--- src/rtl/ahb_arb_pkg.sv ---
// Shared AHB arbiter definitions: HRESP encodings and arbitration policy.
package ahb_arb_pkg;

  localparam logic [1:0] OKAY  = 2'b00;
  localparam logic [1:0] ERROR = 2'b01;
  localparam logic [1:0] RETRY = 2'b10;
  localparam logic [1:0] SPLIT = 2'b11;

  typedef enum logic {
    ARB_FIXED,
    ARB_RR
  } arb_mode_e;

endpackage

--- src/rtl/ahb_arb_picker.sv ---
// Combinational rotating-priority picker: first eligible index at or after i_start.
module ahb_arb_picker #(
  parameter int unsigned NUM_MASTERS = 16,
  localparam int unsigned MW = $clog2(NUM_MASTERS)
) (
  input  logic [NUM_MASTERS-1:0] i_elig,
  input  logic [MW-1:0]          i_start,
  output logic [NUM_MASTERS-1:0] o_onehot,
  output logic                   o_valid
);

  logic [MW-1:0] w_idx;

  always_comb begin
    o_onehot = '0;
    o_valid  = 1'b0;
    w_idx    = '0;
    for (int k = 0; k < NUM_MASTERS; k++) begin
      w_idx = MW'((32'(i_start) + 32'(k)) % NUM_MASTERS);
      if (!o_valid && i_elig[w_idx]) begin
        o_onehot[w_idx] = 1'b1;
        o_valid         = 1'b1;
      end
    end
  end

endmodule

--- src/rtl/ahb_arbiter_rr.sv ---
// Parametrised AHB arbiter: fixed or round-robin policy, SPLIT masking,
// bus lock and a per-master tenure limit for unlocked traffic.
module ahb_arbiter_rr
  import ahb_arb_pkg::*;
#(
  parameter int unsigned NUM_MASTERS    = 16,
  parameter int unsigned DEFAULT_MASTER = 0,
  parameter arb_mode_e   MODE           = ARB_FIXED,
  parameter int unsigned MAX_HOLD       = 16,
  localparam int unsigned MW = $clog2(NUM_MASTERS)
) (
  input  logic                   HCLK,
  input  logic                   HRESET,
  input  logic [NUM_MASTERS-1:0] HBUSREQx,
  input  logic [NUM_MASTERS-1:0] HLOCKx,
  input  logic [NUM_MASTERS-1:0] HSPLIT,
  input  logic                   HREADY,
  input  logic [1:0]             HRESP,
  output logic [NUM_MASTERS-1:0] HGRANTx,
  output logic [MW-1:0]          HMASTER,
  output logic                   HMASTLOCK
);

  localparam int unsigned CW = (MAX_HOLD > 1) ? $clog2(MAX_HOLD) : 1;
  localparam logic [CW-1:0] LIMIT = CW'((MAX_HOLD == 0) ? 0 : MAX_HOLD - 1);
  localparam logic [NUM_MASTERS-1:0] DEF_OH = NUM_MASTERS'(1) << DEFAULT_MASTER;

  logic [NUM_MASTERS-1:0] r_grant, r_mask;
  logic [MW-1:0]          r_hmaster, r_ptr;
  logic                   r_hmastlock;
  logic [CW-1:0]          r_cnt;

  logic [NUM_MASTERS-1:0] w_elig, w_cand, w_pick, w_grant_nxt, w_split_set;
  logic [MW-1:0]          w_g, w_start, w_ptr_nxt;
  logic [CW-1:0]          w_cnt_nxt;
  logic                   w_lock, w_others, w_expire, w_sticky, w_pick_vld;

  function automatic logic [MW-1:0] f_idx(input logic [NUM_MASTERS-1:0] v);
    f_idx = '0;
    for (int i = 0; i < NUM_MASTERS; i++)
      if (v[i]) f_idx = MW'(i);
  endfunction

  assign w_g      = f_idx(r_grant);
  assign w_elig   = HBUSREQx & ~r_mask;
  assign w_others = |(w_elig & ~r_grant);
  assign w_lock   = |(HLOCKx & r_grant);
  assign w_expire = (MAX_HOLD != 0) && w_others && (r_cnt == LIMIT);
  // A masked owner is simply not eligible, so stickiness drops out on its own.
  assign w_sticky = (|(w_elig & r_grant)) && !w_expire;
  assign w_cand   = w_elig & ~r_grant;
  assign w_start  = (MODE == ARB_RR) ? MW'((32'(r_ptr) + 32'd1) % NUM_MASTERS) : '0;

  assign w_split_set = (!HREADY && HRESP == SPLIT) ? (NUM_MASTERS'(1) << r_hmaster) : '0;

  ahb_arb_picker #(.NUM_MASTERS(NUM_MASTERS)) u_picker (
    .i_elig   (w_cand),
    .i_start  (w_start),
    .o_onehot (w_pick),
    .o_valid  (w_pick_vld)
  );

  always_comb begin
    w_grant_nxt = r_grant;
    w_cnt_nxt   = r_cnt;
    w_ptr_nxt   = r_ptr;
    if (!w_lock) begin
      if (w_sticky) begin
        if (w_others) begin
          if (MAX_HOLD != 0) w_cnt_nxt = r_cnt + CW'(1);
        end else if (r_cnt == LIMIT) begin
          w_cnt_nxt = '0;
        end
      end else begin
        w_cnt_nxt = '0;
        if (w_pick_vld) begin
          w_grant_nxt = w_pick;
          if (MODE == ARB_RR) w_ptr_nxt = f_idx(w_pick);
        end else begin
          w_grant_nxt = DEF_OH;
        end
      end
    end
  end

  always_ff @(posedge HCLK) begin
    if (HRESET) begin
      r_grant     <= DEF_OH;
      r_hmaster   <= MW'(DEFAULT_MASTER);
      r_hmastlock <= 1'b0;
      r_mask      <= '0;
      r_cnt       <= '0;
      r_ptr       <= MW'(DEFAULT_MASTER);
    end else begin
      // Clear beats set when both hit the same master in one cycle.
      r_mask <= (r_mask | w_split_set) & ~HSPLIT;
      if (HREADY) begin
        r_grant     <= w_grant_nxt;
        r_cnt       <= w_cnt_nxt;
        r_ptr       <= w_ptr_nxt;
        r_hmaster   <= w_g;
        r_hmastlock <= w_lock;
      end
    end
  end

  assign HGRANTx   = r_grant;
  assign HMASTER   = r_hmaster;
  assign HMASTLOCK = r_hmastlock;

  a_grant_onehot: assert property (@(posedge HCLK) disable iff (HRESET) $onehot(r_grant));

endmodule

--- config.mk ---
export PLATFORM = sky130hd
export DESIGN_NAME = ahb_arbiter_rr
export DESIGN_NICKNAME = d
export VERILOG_FILES = /design/src/rtl/ahb_arb_pkg.sv /design/src/rtl/ahb_arb_picker.sv /design/src/rtl/ahb_arbiter_rr.sv
export SDC_FILE = /design/constraint.sdc
export NUM_CORES = 1
export LEC_CHECK = 0
export ABC_AREA = 1
export CAP_MARGIN = 20
export CORE_MARGIN = 2
export CORE_UTILIZATION = 47
export CTS_CLUSTER_DIAMETER = 100
export DETAILED_ROUTE_END_ITERATION = 16
export PLACE_DENSITY = 0.86
export SLEW_MARGIN = 20
export SYNTH_ARGS = -nofsm -noshare
export SYNTH_HDL_FRONTEND = slang
export SYNTH_SLANG_ARGS = --single-unit
--- constraint.sdc ---
create_clock -name HCLK -period 2 [get_ports HCLK]
set_clock_uncertainty 0.2 [all_clocks]
set_input_delay 0.3 -clock HCLK [delete_from_list [all_inputs] [get_ports HCLK]]
set_output_delay 0.3 -clock HCLK [all_outputs]
set_load 0.02 [all_outputs]
==> impl_metrics.env, run 1 <==
export IMPL_ys_seq_area_share_pct=34.7
export IMPL_die_width_um=74.9
export IMPL_ys_types=34
export IMPL_final_nets=514
export IMPL_wire_per_inst_um=15.4
export IMPL_drt_pass1_iter_count=6
export IMPL_numCtsBuffers=5
export IMPL_setup_slack_ps=-37.9
export IMPL_stdcell_count=528
export IMPL_clockBufferDepth=2
export IMPL_n_antenna_cell=0
export IMPL_slew_headroom_pct=64.8
export IMPL_cp_max_fo=5
export IMPL_syn_area_per_cell_um2=6.80
export IMPL_endpoint_kind="register"
export IMPL_ioPinCount=74
export IMPL_drive_gt1_share_pct=18.7
export IMPL_place_area_mm2=0.00343
export IMPL_htree_levels=2
export IMPL_power_density_mw_per_mm2=595
export IMPL_gp_congestion=0.943
export IMPL_path_class="primary input to register"
export IMPL_antenna_found_initial=0
export IMPL_finalSetupViolCount=1
export IMPL_hold_viol=0
export IMPL_dp_hpwl_mm=6.08
export IMPL_layout_commonest_cell="clkdlybuf4s50_1"
export IMPL_ys_top_cells_by_area="dfxtp_1 (35%), nand2_1 (9.7%), nand3_1 (7.6%), inv_1 (7.1%), nor3_1 (7.0%)"
export IMPL_seq_area_um2=830
export IMPL_first_global_vias=2692
export IMPL_initial_utilization_pct=49.4
export IMPL_startpoint_type="primary input"
export IMPL_fmax_mhz=491
export IMPL_synth_top_cell_area_share_pct=34.7
export IMPL_status="finished, violations left"
export IMPL_yosysWarnings=0
export IMPL_fillers=348
export IMPL_report_final_slew_viol_count=0
export IMPL_netlist_area_mm2=0.00236
export IMPL_grtUsageTotal_pct=28.4
export IMPL_yosysTopAreaCell="dfxtp_1"
export IMPL_cts_sinks=41
export IMPL_grt_overflow_total=0
export IMPL_grt_pass1_wl_mm=12.2
export IMPL_postLayoutCellArea_mm2=0.00361
export IMPL_clock_latency_ps=300
export IMPL_postSynthCellCount=348
export IMPL_die_h_um=74.9
export IMPL_post_place_cells=519
export IMPL_avgViaCountPerCell=5.46
export IMPL_grt_max_degree=18
export IMPL_clockRootBuffer="clkbuf_8"
export IMPL_fin_crit_ps=2040
export IMPL_ir_worst_vdd_v=0.000414
export IMPL_port_buffers=73
export IMPL_clk_pin_slew_ps=90
export IMPL_final_core_util_pct=75.5
export IMPL_vias=2885
export IMPL_pre_cts_slack_ps=-281
export IMPL_period_share_pct=102
export IMPL_rows=25
export IMPL_mostFrequentLayoutCells="clkdlybuf4s50_1 (72), nand2_1 (61), inv_1 (44)"
export IMPL_fin_setup_tns_ps=-37.9
export IMPL_critical_path_required_ps=2040
export IMPL_drc=0
export IMPL_ys_seq_elements=41
export IMPL_max_cap_violations=0
export IMPL_die_area_mm2=0.00561
export IMPL_hold_buffers=0
export IMPL_multi_input_area_mm2=0.00136
export IMPL_area_growth_pct=52.8
export IMPL_leakagePower_nw=1.50
export IMPL_cts_tree="yes"
export IMPL_hold_class="register to register"
export IMPL_drtIter0Drc=274
export IMPL_arrival_ps=2070
export IMPL_routed_wl_mm=8.11
export IMPL_violations="negative setup slack"
export IMPL_synth_nets=402
export IMPL_drt_antenna_violating_nets=0
export IMPL_tightestPinTransition_ps=523
export IMPL_core_mm2=0.00479
worst max-delay path, cell delays in order:
cell	delay (ps)
clkdlybuf4s50_1	410
nand2_1	120
nor2_1	70
nor3_2	250
nand2_4	100
nor2_1	210
nand2_1	120
nor2_1	180
nand3_1	150
a21oi_1	160
logic make-up (layout without fill, tap and decap cells):
family / count (synthesis) / count (layout) / share of synthesized area, %
AO/OA/AOI/OAI: 53 / 53 / 14.3
XOR/XNOR: 2 / 2 / 0.741
buffers and inverters: 56 / 169 / 9.31
AND/OR/NAND/NOR: 195 / 195 / 40.4
adder cells (fa/ha/maj): 1 / 1 / 0.529
flip-flops: 41 / 41 / 34.7
Yosys cell counts, drive strengths merged:
| library cell | number |
|---|---|
| a21boi | 1 |
| a21oi | 34 |
| a221oi | 2 |
| a22o | 6 |
| a31oi | 2 |
| and3 | 1 |
| buf | 3 |
| clkbuf | 4 |
| dfxtp | 41 |
| ha | 1 |
| inv | 49 |
| nand2 | 66 |
| nand3 | 40 |
| nand3b | 3 |
| nand4 | 5 |
| nor2 | 38 |
| nor3 | 34 |
| nor3b | 4 |
| nor4 | 4 |
| o21ai | 8 |
| xnor2 | 1 |
| xor2 | 1 |
through the flow:
step           hold slack, ps  power (mW)
6_report                  276        2.15
5_1_grt                   293        2.21
4_1_cts                   273        2.10
3_5_place_dp              254        1.41
3_3_place_gp              252        1.40
2_1_floorplan             179        1.12
sequential cells by signal (all words and copies together) (netlist names):
signal	count
HGRANTx	16
HMASTER	4
HMASTLOCK	1
r_cnt	4
r_mask	16
timing repair:
item,in CTS,in global routing
resized for setup,0,18
endpoints found under the setup margin,0,18
setup buffers,0,1
where the power goes:
| group | switching, mW | internal (mW) |
|---|---|---|
| registers | 0.0299 | 0.840 |
| clock network | 0.304 | 0.407 |
| logic | 0.283 | 0.284 |
final timing paths:
path          startpoint     endpoint  slack [ps]  cells past startpoint
min reg2reg     r_cnt[3]     r_cnt[3]         280                      2
min             r_cnt[3]     r_cnt[3]         280                      2
max          HBUSREQx[5]  HGRANTx[10]         -40                     10
max reg2reg   HGRANTx[5]  HGRANTx[10]           0                      8
final cells by class:
class                           instances  area share, %
Tap cell                               67           2.32
Clock buffer                            7           2.39
Sequential cell                        41           23.0
Clock inverter                          1          0.831
Multi-Input combinational cell        251           37.7
Timing Repair Buffer                  112           28.7
Inverter                               49           5.09
layer usage:
metal	share of wire (%)	routed length (µm)	vias up	global-route usage [%]
met5	0	0	-	0
met4	2.4	196	0	7.34
li1	-	-	1389	-
met1	41	3310	1329	36.2
met3	7.1	576	24	4.69
met2	50	4030	143	49.8
(Power assumes the default switching activity.)
==> run 2: changes to the inputs <==
==> constraint.sdc (replaced) <==
create_clock -name HCLK -period 2 [get_ports HCLK]
set_clock_uncertainty 0.2 [all_clocks]
set_input_delay 0.4 -clock HCLK [delete_from_list [all_inputs] [get_ports HCLK]]
set_output_delay 0.4 -clock HCLK [all_outputs]
set_load 0.02 [all_outputs]
==> run 2 against run 1 <==
  * Sequential share of layout area shrank 1.9 points
  * Global-route usage is 0.19 points higher
  * The flow still finishes with violations (negative setup slack)
  * Die area unchanged
  * Combinational power rose by 22%
  * First-iteration DRC count grew 43%
  * Clock power fell by 9.0%
  * Sequential power about the same
  * Clock-buffer cell count is 2 lower
  * Register-to-register slack got worse by 90 ps
  * Highest routed layer unchanged
  * Routed wire length rose by 23%
==> impl_metrics.env, run 2 (synthesis gave the netlist of run 1 again) <==
export IMPL_clk_pin_slew_ps=80
export IMPL_startpoint_type="register"
export IMPL_tightestPinTransition_ps=490
export IMPL_setup_slack_ps=-89.1
export IMPL_arrival_ps=2120
export IMPL_place_area_mm2=0.00344
export IMPL_fmax_mhz=479
export IMPL_routed_wl_mm=10.0
export IMPL_clockRootBuffer="clkbuf_8"
export IMPL_grt_pass1_wl_mm=12.2
export IMPL_critical_path_required_ps=2030
export IMPL_violations="negative setup slack"
export IMPL_ioPinCount=74
export IMPL_report_final_slew_viol_count=0
export IMPL_cts_sinks=41
export IMPL_slew_headroom_pct=67.1
export IMPL_path_class="register to register"
export IMPL_fin_crit_ps=2090
export IMPL_die_area_mm2=0.00561
export IMPL_seq_area_um2=830
export IMPL_period_share_pct=104
export IMPL_hold_ws_ps=312
export IMPL_drt_antenna_violating_nets=0
export IMPL_hold_viol=0
export IMPL_postLayoutCellArea_mm2=0.00393
export IMPL_max_cap_violations=0
export IMPL_grt_max_degree=22
export IMPL_finalSetupViolCount=17
export IMPL_avgViaCountPerCell=6.08
export IMPL_wire_per_inst_um=18.7
export IMPL_first_global_vias=2708
export IMPL_ir_worst_vdd_v=0.000404
export IMPL_clockBufferDepth=2
export IMPL_cts_tree="yes"
export IMPL_endpoint_kind="register"
export IMPL_power_density_mw_per_mm2=561
export IMPL_port_buffers=73
export IMPL_cp_max_fo=5
export IMPL_die_width_um=74.9
export IMPL_area_growth_pct=66.2
export IMPL_gp_congestion=0.934
export IMPL_hold_class="register to register"
export IMPL_status="finished, violations left"
export IMPL_core_mm2=0.00479
export IMPL_htree_levels=2
export IMPL_n_antenna_cell=0
export IMPL_drt_pass1_iter_count=5
export IMPL_grt_overflow_total=0
export IMPL_layout_commonest_cell="nand2_1"
export IMPL_rows=25
export IMPL_vias=3248
export IMPL_drtIter0Drc=393
export IMPL_initial_utilization_pct=49.4
export IMPL_grtUsageTotal_pct=28.6
export IMPL_numCtsBuffers=5
export IMPL_dp_hpwl_mm=5.88
export IMPL_final_nets=521
export IMPL_die_h_um=74.9
export IMPL_clock_latency_ps=310
export IMPL_antenna_found_initial=0
export IMPL_leakagePower_nw=1.76
export IMPL_multi_input_area_mm2=0.00160
export IMPL_drc=0
export IMPL_fillers=256
export IMPL_pre_cts_slack_ps=-351
export IMPL_drive_gt1_share_pct=29.3
export IMPL_mostFrequentLayoutCells="nand2_1 (49), clkdlybuf4s50_1 (47), inv_1 (40)"
-- run 2: cell types whose count changed in the layout (fill, tap and decap cells not counted), moves of 9 or more --
cell             change
nand2_2             +10
nand2_1             -12
clkdlybuf4s50_1     -25
nand3_1             -11
dlymetal6s2s_1      +17
nand3_2              +9
-- run 2: worst max-delay path, cell delays in order, from the launching register on --
cell	delay (ps)
dfxtp_1	500
inv_1	120
nand3_2	110
nand2_2	80
nor2_4	130
nand2_4	100
buf_4	170
nor2_4	140
nand2_1	90
nand2_2	110
nand2_1	90
a21oi_1	180
-- run 2: routing by layer --
metal	up-vias	share of wire, %	track usage (%)
li1	1407	-	-
met1	1515	38	36.7
met2	249	47	47.9
met3	77	8.9	5.35
met4	0	5.8	10.7
met5	-	0	0
-- run 2: through the flow --
stage	util, %	total power [mW]	setup TNS (ps)	std cells
after global routing	82.1	2.28	-1820	534
after detailed placement	71.9	1.41	-6330	521
final	82.1	2.21	-603	534
after global placement	71.9	1.40	-5050	521
after floorplan	-	1.12	0	348
after CTS	74.2	2.04	-11.4	528
-- run 2: worst paths after layout --
path	cells past startpoint	slack, ps	start	to
worst max-delay path	11	-90	HGRANTx[0]	r_cnt[2]
worst min register to register	2	310	r_cnt[3]	r_cnt[3]
worst min-delay path	2	310	r_cnt[3]	r_cnt[3]
worst max register to register	11	-90	HGRANTx[0]	r_cnt[2]
-- run 2: where the power goes --
group	switching (mW)	internal, mW
Clock	0.284	0.363
Sequential	0.0303	0.840
Combinational	0.372	0.316
Total	0.687	1.52
-- run 2: layout make-up --
| type | count | area share [%] |
|---|---|---|
| clock buffers | 5 | 1.75 |
| multi-input cells | 253 | 40.8 |
| flip-flops and latches | 41 | 21.1 |
| clock inverters | 2 | 0.891 |
| inverters | 49 | 4.68 |
| repair buffers | 117 | 28.7 |
| well taps | 67 | 2.13 |
-- run 2: repair_timing --
| item | 4_1_cts | 5_1_grt |
|---|---|---|
| cloned | 0 | 2 |
| resized for setup | 14 | 90 |
| pin swaps | 0 | 33 |
| buffers inserted | 0 | 4 |
| hold buffers | 0 | 0 |
| endpoints found under the setup margin | 20 | 26 |
==> run 3: changes to the inputs <==
--- a/config.mk
+++ b/config.mk
@@ -11,7 +11,7 @@
 export CORE_UTILIZATION = 47
 export CTS_CLUSTER_DIAMETER = 100
 export DETAILED_ROUTE_END_ITERATION = 16
-export PLACE_DENSITY = 0.86
+export PLACE_DENSITY = 0.89
 export SLEW_MARGIN = 20
 export SYNTH_ARGS = -nofsm -noshare
 export SYNTH_HDL_FRONTEND = slang
==> run 3 against run 2 <==
  * The run still ends with negative setup slack left
  * Die area unchanged
  * Non-clock buffer count is 8 lower
  * Total power grew 3.4%
  * Largest power group unchanged
  * Highest routed layer unchanged
==> impl_metrics.env, run 3 (synthesis gave the netlist of run 1 again) <==
export IMPL_status="finished, violations left"
export IMPL_violations="negative setup slack"
export IMPL_cpPeakStageDelay_ps=400
export IMPL_seqPwrFrac_pct=38.2
export IMPL_vias=3104
export IMPL_fin_crit_ps=2010
export IMPL_cpMaxStageDelayCell="clkdlybuf4s50_1"
export IMPL_clockBufferDepth=2
export IMPL_report_final_slew_viol_count=0
export IMPL_antenna_found_initial=0
export IMPL_slew_headroom_pct=64.2
export IMPL_hold_viol=0
export IMPL_die_width_um=74.9
export IMPL_pwr_share_clk_pct=35.6
export IMPL_hold_class="register to register"
export IMPL_leakagePower_nw=1.65
export IMPL_p_sw_share_pct=29.2
export IMPL_ir_worst_vdd_v=0.000401
export IMPL_p_int_mw=1.61
export IMPL_area_growth_pct=57.2
export IMPL_tightestPinTransition_ps=533
export IMPL_setup_slack_ps=-11.5
export IMPL_drtIter0Drc=412
export IMPL_n_antenna_cell=0
export IMPL_cp_num_buf_inv=3
export IMPL_layout_commonest_cell="nand2_1"
export IMPL_final_nets=512
export IMPL_critical_path_required_ps=2040
export IMPL_port_buffers=73
export IMPL_max_cap_violations=0
export IMPL_drive_gt1_share_pct=21.8
export IMPL_cp_common_cell="nand2_1"
export IMPL_rsz0062_at_grt="true"
export IMPL_mostFrequentLayoutCells="nand2_1 (59), clkdlybuf4s50_1 (53), inv_1 (41)"
export IMPL_htree_levels=2
export IMPL_wire_per_inst_um=16.7
export IMPL_numCtsBuffers=5
export IMPL_path_cells="clkdlybuf4s50_1 -> nand2_1 -> nor2_1 -> nor3_1 -> nand2_1 -> nor2_2 -> inv_2 -> nand2_4 -> buf_6 -> nand3_2 -> a21oi_2"
export IMPL_power_density_mw_per_mm2=613
export IMPL_clock_latency_ps=310
export IMPL_first_global_vias=2762
export IMPL_routed_wl_mm=8.76
export IMPL_fmax_mhz=497
export IMPL_clockRootBuffer="clkbuf_8"
export IMPL_gp_congestion=0.951
export IMPL_path_class="primary input to register"
export IMPL_grt_overflow_total=0
export IMPL_ioPinCount=74
export IMPL_cts_tree="yes"
export IMPL_cp_max_fo=7
export IMPL_power_total_mw=2.28
export IMPL_clk_pin_slew_ps=80
export IMPL_drt_pass1_iter_count=7
export IMPL_rows=25
export IMPL_grtUsageTotal_pct=29.4
export IMPL_critPathTopFamily="simple AND/OR/NAND/NOR gates"
export IMPL_p_comb_share_pct=26.3
export IMPL_dp_hpwl_mm=5.78
export IMPL_finalSetupViolCount=3
export IMPL_drt_antenna_violating_nets=0
export IMPL_die_area_mm2=0.00561
export IMPL_arrival_ps=2050
export IMPL_period_share_pct=101
export IMPL_die_h_um=74.9
export IMPL_initial_utilization_pct=49.4
export IMPL_switchingPower_mw=0.666
export IMPL_grt_max_degree=18
export IMPL_hold_buffers=0
export IMPL_endpoint_kind="register"
export IMPL_core_mm2=0.00479
export IMPL_startpoint_type="primary input"
export IMPL_fin_setup_tns_ps=-23.9
export IMPL_grt_pass1_wl_mm=12.6
export IMPL_cts_sinks=41
export IMPL_avgViaCountPerCell=5.90
export IMPL_drc=0
[run 3: changes by cell type in the layout (fill, tap and decap cells not counted), moves of 3 or more]
cell             previous run  this run
a21oi_2                    11         8
nand2_2                    12         4
nand2_8                     4         1
buf_4                      39        32
nand2_1                    49        59
nor2_1                     26        30
a21oi_1                    23        26
nand3_1                    24        30
nor2_2                      8         5
nand3_2                    14         9
clkdlybuf4s50_1            47        53
dlymetal6s2s_1             18        10
[run 3: layout make-up]
| type | instances | area (µm²) |
|---|---|---|
| fillers | 304 | 1070 |
| clock inverters | 3 | 65.1 |
| well taps | 67 | 83.8 |
| flip-flops and latches | 41 | 827 |
| clock buffers | 5 | 68.8 |
| inverters | 49 | 184 |
| multi-input cells | 252 | 1450 |
| repair buffers | 109 | 1040 |
[run 3: final timing paths]
check / startpoint / endpoint / slack [ps] / cells past startpoint
setup / recovery: HBUSREQx[4] / HGRANTx[7] / -10 / 11
setup reg to reg: HGRANTx[1] / r_cnt[0] / 10 / 11
hold reg to reg: r_cnt[3] / r_cnt[3] / 270 / 2
hold / removal: r_cnt[3] / r_cnt[3] / 270 / 2
[run 3: worst reg2reg max path: cells and delay by family, from the launching register on]
| kind | cells | cell delay [ps] |
|---|---|---|
| compound gates | 1 | 180 |
| simple gates | 7 | 800 |
| flops | 1 | 350 |
| buf+inv | 3 | 390 |
[run 3: what timing repair did]
| item | CTS | global route |
|---|---|---|
| pin swaps | 3 | 19 |
| resized for setup | 19 | 40 |
| gates cloned | 0 | 1 |
| setup buffers | 1 | 0 |
| endpoints found under the setup margin | 25 | 25 |
[run 3: per-stage QoR]
stage / instances / worst slack, ps / instance area (µm²) / util, % / hold slack, ps
floorplan: 348 / 118 / 2360 / - / 240
global placement: 516 / -351 / 3410 / 71.2 / 253
detailed placement: 516 / -398 / 3410 / 71.2 / 262
CTS: 525 / 3.02 / 3580 / 74.7 / 274
global route: 526 / -87.3 / 3720 / 77.7 / 301
finish: 526 / -11.5 / 3720 / 77.7 / 271
[run 3: layer usage]
layer	share of wire [%]	GRT usage, %
met4	3.9	12.9
met1	37	35.5
met2	48	51.0
met3	10	5.35
met5	0	0
[run 3: power by group through the flow]
| stage | registers [mW] | clock network, mW | logic, mW |
|---|---|---|---|
| 2_1_floorplan | 0.905 | 0 | 0.219 |
| 3_3_place_gp | 0.887 | 0 | 0.496 |
| 3_5_place_dp | 0.887 | 0 | 0.509 |
| 4_1_cts | 0.869 | 0.801 | 0.539 |
| 5_1_grt | 0.873 | 0.833 | 0.634 |
| 6_report | 0.870 | 0.812 | 0.599 |
